### src/rtl/parity_frame_rx.sv
// Framed serial receiver: start, WIDTH data bits LSB first, parity, stop.
// Recomputes parity over the received word and flags parity and framing errors.
//
// state  | meaning
// IDLE   | waiting for a start bit (rx=0) on a strobe
// DATA   | shifting in data bits, cnt selects the bit position
// PARITY | capturing the received parity bit
// STOP   | sampling stop bit, publishing data_out/errors, pulsing valid
module parity_frame_rx #(
  parameter int WIDTH      = 10,
  parameter bit PARITY_ODD = 1'b0
) (
  input  logic             clk,
  input  logic             rst_n,
  input  logic             bit_en,
  input  logic             rx,
  output logic [WIDTH-1:0] data_out,
  output logic             valid,
  output logic             parity_err,
  output logic             frame_err,
  output logic             busy
);

  localparam int CW = (WIDTH > 1) ? $clog2(WIDTH) : 1;

  typedef enum logic [1:0] {IDLE, DATA, PARITY, STOP} state_t;

  state_t           state;
  logic [CW-1:0]    cnt;
  logic [WIDTH-1:0] shift;
  logic             pbit;

  always_ff @(posedge clk or negedge rst_n) begin
    if (!rst_n) begin
      state      <= IDLE;
      cnt        <= '0;
      shift      <= '0;
      pbit       <= 1'b0;
      data_out   <= '0;
      valid      <= 1'b0;
      parity_err <= 1'b0;
      frame_err  <= 1'b0;
      busy       <= 1'b0;
    end else begin
      // valid is a single-clock pulse independent of the strobe rate
      valid <= 1'b0;
      if (bit_en) begin
        case (state)
          IDLE: begin
            if (!rx) begin
              state <= DATA;
              cnt   <= '0;
              busy  <= 1'b1;
            end
          end
          DATA: begin
            shift[cnt] <= rx;
            if (cnt == CW'(WIDTH - 1)) state <= PARITY;
            else                       cnt   <= cnt + 1'b1;
          end
          PARITY: begin
            pbit  <= rx;
            state <= STOP;
          end
          STOP: begin
            data_out   <= shift;
            parity_err <= (pbit != ((^shift) ^ PARITY_ODD));
            frame_err  <= ~rx;
            valid      <= 1'b1;
            busy       <= 1'b0;
            state      <= IDLE;
          end
          default: state <= IDLE;
        endcase
      end
    end
  end

endmodule

### config.mk
export PLATFORM = sky130hd
export DESIGN_NAME = parity_frame_rx
export DESIGN_NICKNAME = d
export VERILOG_FILES = /design/src/rtl/parity_frame_rx.sv
export SDC_FILE = /design/constraint.sdc
export NUM_CORES = 1
export LEC_CHECK = 0
export CAP_MARGIN = 20
export CORE_UTILIZATION = 43
export DETAILED_ROUTE_END_ITERATION = 12
export PLACE_DENSITY_LB_ADDON = 0.3
export SLEW_MARGIN = 20
export SYNTH_ARGS = -nofsm -noshare
export SYNTH_HDL_FRONTEND = slang
export SYNTH_SLANG_ARGS = --single-unit
### constraint.sdc
create_clock -name clk -period 3.2 [get_ports clk]
set_clock_uncertainty 0.2 [all_clocks]
set_input_delay 0.48 -clock clk [delete_from_list [all_inputs] [get_ports clk]]
set_output_delay 0.48 -clock clk [all_outputs]
set_load 0.01 [all_outputs]
Yosys cells after proc, flatten, opt, wreduce, memory -nomap -nowiden --
Index checks and enable logic that the tools add are counted. Widths: inputs -> output; s select.
Word-level totals: output and inout bits 14, register bits after elaboration 31, input port bits 4, logic and storage cells 45
Operators by class: equal/unequal tests 8, $add $sub $neg 1, multiplexer cells 13, magnitude comparators 2, reduce and logical (&&, ||, !) cells 11, bitwise logic cells 1
Operators with widths (count):
- $bwmux 10 | 1
- $reduce_xor 10->1 | 1
- $mux 4 | 2
- $pmux 2 s4 | 1
- $pmux 4 s2 | 1
- $ne 2x2->1 const B | 3
- $reduce_and 2->1 | 3
- $reduce_and 3->1 | 2
- $lt 4x5->1 const B | 1
- $add 4x1->4 const B | 1
- $demux 1 s4 | 1
- $eq 2x2->1 const B | 2
- $eq 4x4->1 const B | 1
- $ge 4x1->1 const B | 1
- $mux 1 | 4
- $mux 2 | 2
- $reduce_and 4->1 | 1
- $reduce_bool 2->1 | 2
- $eq 2x1->1 const B | 1
- $logic_not 2->1 | 1
- $pmux 1 s2 | 1
- $logic_and 1x1->1 | 1
- $ne 1x1->1 | 1
- $not 1->1 | 1

Depth between registers and ports, before layout --
word-level depth 5, mapped depth 6, depth with buffers taken out 6

Worst setup path before layout --
No wires, ideal clock.
path kind reg-to-reg, start point reg state[1], end point reg shift[0], stages on the path, launching flop included 7, setup time 0.125 ns, slack 1.474 ns, required time 2.875 ns, arrival time 1.401 ns, cell sequence dfrtp_1 inv_1 ha_1 buf_2 nand3_1 nor3_1 mux2_2
On the way: longest elaborated chain between the ends 2
Ends and longest elaborated chain:
- start, declared | line 28 | state_t state;
- start signal, assigned | line 35 | state <= IDLE;
- start signal, assigned | line 51 | state <= DATA;
- start signal, assigned | line 58 | if (cnt == CW'(WIDTH - 1)) state <= PARITY;
- $eq 2x1->1 | line 48 | case (state)
- $reduce_and 2->1 (no line)
- end signal, assigned by index | line 57 | shift[cnt] <= rx;
- end, declared | line 30 | logic [WIDTH-1:0] shift;
No other way between the ends. A chain may end at the register's enable or synchronous reset.

Worst setup path in the final report --
start point in rx, end point reg cnt[2]
On the way: longest elaborated chain between the ends 2
Ends and longest elaborated chain:
- start, declared | line 16 | input logic rx,
- $ne 2x2->1 (no line)
- $reduce_and 4->1 (no line)
- end signal, assigned | line 59 | else cnt <= cnt + 1'b1;
- end, declared | line 29 | logic [CW-1:0] cnt;
No other way between the ends.

==> summary.txt <==
Floorplanning
  – Starting Density: 45.8%
  – Die Width: between 60 and 70 um
  – Core Area: 3390 um2
  – Die Ht: approximately 62 um
  – Std cell rows: 21
  – Ports: 18
  – Die area: 3860 um2

GRT
  – First-pass GRT wire length: ~4400 um
  – Tot GR Track Use: between 10% and 20%
  – Vias in the first global route: approximately 1,000
  – Antenna violations before repair: 0
  – Largest net degree at the start of global routing: 32
  – Total congestion overflow: 0

STA
  – Finish-stage setup viols: 0
  – Max_slew headroom: between 60% and 70%
  – Tcrit/Tclk final: 60.9%
  – Max Clock Freq: 513 MHz
  – Worst-margin pin slew: roughly 0.54 ns
  – Setup TNS: 0 ns
  – Hold Violations, Final: 0
  – Final period demand of the worst path: 1.95 ns
  – Post-route setup slack: around 1.3 ns
  – RSZ-0062 raised after global routing: false
  – Max-slew violations: 0

Place
  – Number of port buffers: 17
  – Gp weighted congestion: 0.761
  – Pre-CTS setup slack: approximately 0.91 ns
  – Dpl hpwl: 1900 um

Clock network
  – Post-CTS setup buffers: 0
  – Root buffer cell: clkbuf_4
  – Cts repair resizes: 0
  – H-tree Lvls: 2
  – Clk_lat worst skew: around 0.34 ns
  – CTS Buf Count: 5
  – CTS Hold Bufs: 0
  – Clock-pin slew of the registers on the worst-case setup and hold paths: 0.09 ns
  – Num Clock Sinks: 31
  – CTS tree: yes
  – Clock Path Buffers: 2

Route
  – WL/cell: approximately 13 um
  – DRC viols: 0
  – Antenna Nets Post-Route: 0
  – Detailed-route via count: 993
  – Drt via density: approximately 5.0
  – Pre-antenna DRT Iters: 4
  – Total Wirelength: 2600 um
  – DRT iter0 DRCs: 37

Run
  – Max_cap viols: 0

Critical path
  – FF-to-FF path depth: 5
  – Startpoint type of the worst setup path: primary input
  – Most used cell, CP: nand2_1
  – CP required: roughly 3.3 ns
  – Worst Path Arrival: a little over 2 ns
  – Worst R2R Start: state[1]
  – CP max-delay cell: clkdlybuf4s50_1
  – Crit Path Class: primary input to flop
  – Max FO, Critical Path: 14
  – Worst Setup SP: rx
  – Critical path's largest stage delay: 0.65 ns
  – Critical Path End Type: flop
  – Worst path cell trace: clkdlybuf4s50_1, nand2_1, nand2_1, or4b_1, o21ai_1
  – Reg2reg setup slack: about 1.3 ns

Logic synthesis
  – Register bit count reported by yosys: 31
  – Syn_nets: 145
  – Syn Area/Cell: between 10 and 15 um2
  – Top_reg_cell synth: dfrtp_1
  – Post-synth EDFFs: 0
  – Register area share after synthesis: 50.0%
  – Post-Syn Area: between 1500 and 2000 um2
  – Async set or reset register ratio after synthesis: 100%
  – YS warnings: 0
  – Netlist cell types: 31
  – Synth Instances: 132

Power and ir drop
  – Pwr/cell area: roughly 1000 nW/um2
  – Static leakage: 0.859 nW
  – Max VDD drop: about 0.47 mV

Min path
  – Hold path startpoint: frame_err
  – Hold depth: 2
  – HP Class: flop to flop

Final layout
  – Antenna diodes: 0
  – P&R area growth vs syn: 18.7%
  – Layout cells sized above 1: a little over a fifth
  – Nets@finish: around 160

Run status
  – Status: finished clean
==> per-stage QoR <==
step,hold slack [ns],util [%],power (mW),cell area [um2],instances
after floorplan,-0.0156,-,1.32,1550,132
after global placement,0.270,51.8,1.56,1760,190
after detailed placement,0.280,51.8,1.61,1760,190
after CTS,0.302,54.4,1.93,1840,198
after global routing,0.327,54.4,2.06,1840,198
final,0.299,54.4,1.91,1840,198
==> cell usage in the layout, fill, tap and decap left out, drive strengths merged <==
master and count:
buf 1, bufinv 1, or4b 1, o211a 1
clkinv 1, mux2i 1, a21oi 3, nand3 5
mux2 22, a221o 1, nand3b 1, nor2b 1
xor2 2, nand2 9, nor2 8, dfrtp 31
nor3 4, a22o 1, and3 1, xnor2 6
o21ai 7, inv 7, nand2b 1, ha 9
a21boi 1, o31ai 1, clkdlybuf4s50 17, clkbuf 6
a31oi 1, xnor3 1
==> cell usage after synthesis (all sizes together) (2+ instances only) <==
master,number,area [um2]
clkbuf,2,8.75
dfrtp,31,776
a21oi,3,15.0
inv,7,26.3
ha,9,113
nor3,4,20.0
o21ai,7,35.0
xnor2,6,60.1
buf,4,22.5
nor2,8,30.0
mux2,22,248
nand3,5,25.0
xor2,2,17.5
nand2,9,33.8
==> routing by layer <==
metal / vias to the layer above / routed length, um / GRT usage (%)
met3: 7 / 95 / 4.76
met4: 0 / 85 / 11.4
met5: - / 0 / 0
met2: 18 / 1290 / 27.2
met1: 481 / 1120 / 18.6
li1: 487 / - / -
==> critical path, delay by kind of cell <==
family | cells | cell delay, ns
AOI/OAI and AO/OA | 1 | 0.12
and+or+nand+nor | 3 | 0.77
buffers and inverters | 1 | 0.65
==> registers in the layout, indices dropped and copies added, names as in the netlist <==
name,flops
busy,1
cnt,4
data_out,10
frame_err,1
parity_err,1
pbit,1
shift,10
state,2
valid,1
==> cell families (layout without fill, tap and decap cells) <==
kind of cell             Yosys count  in the layout  synth area share (%)
buffers and inverters             13             33                  3.71
adder cells (fa/ha/maj)            9              9                  7.25
flip-flops                        31             31                  50.0
AO/OA/AOI/OAI                     16             16                  6.69
multiplexers                      23             23                  16.6
XOR/XNOR                           9              9                  6.45
AND/OR/NAND/NOR                   31             31                  9.35
==> path summary, 6_finish.rpt <==
check                              end
max                             cnt[2]
min                          frame_err
max reg2reg                   shift[0]
min reg2reg                  frame_err
max in group asynchronous     shift[2]
min in group asynchronous  data_out[5]
==> power by group <==
| group | total [mW] | internal [mW] | switching (mW) |
|---|---|---|---|
| registers | 0.705 | 0.564 | 0.141 |
| logic | 0.885 | 0.523 | 0.362 |
| clock network | 0.320 | 0.184 | 0.135 |
==> area by class of cell <==
type | instances | area (um2)
well taps | 46 | 57.6
fillers | 295 | 1550
clock inverters | 2 | 35.0
repair buffers | 18 | 178
multi-input cells | 88 | 719
inverters | 7 | 26.3
clock buffers | 6 | 51.3
flip-flops and latches | 31 | 776
No activity file was read; power rests on OpenSTA's default activity.
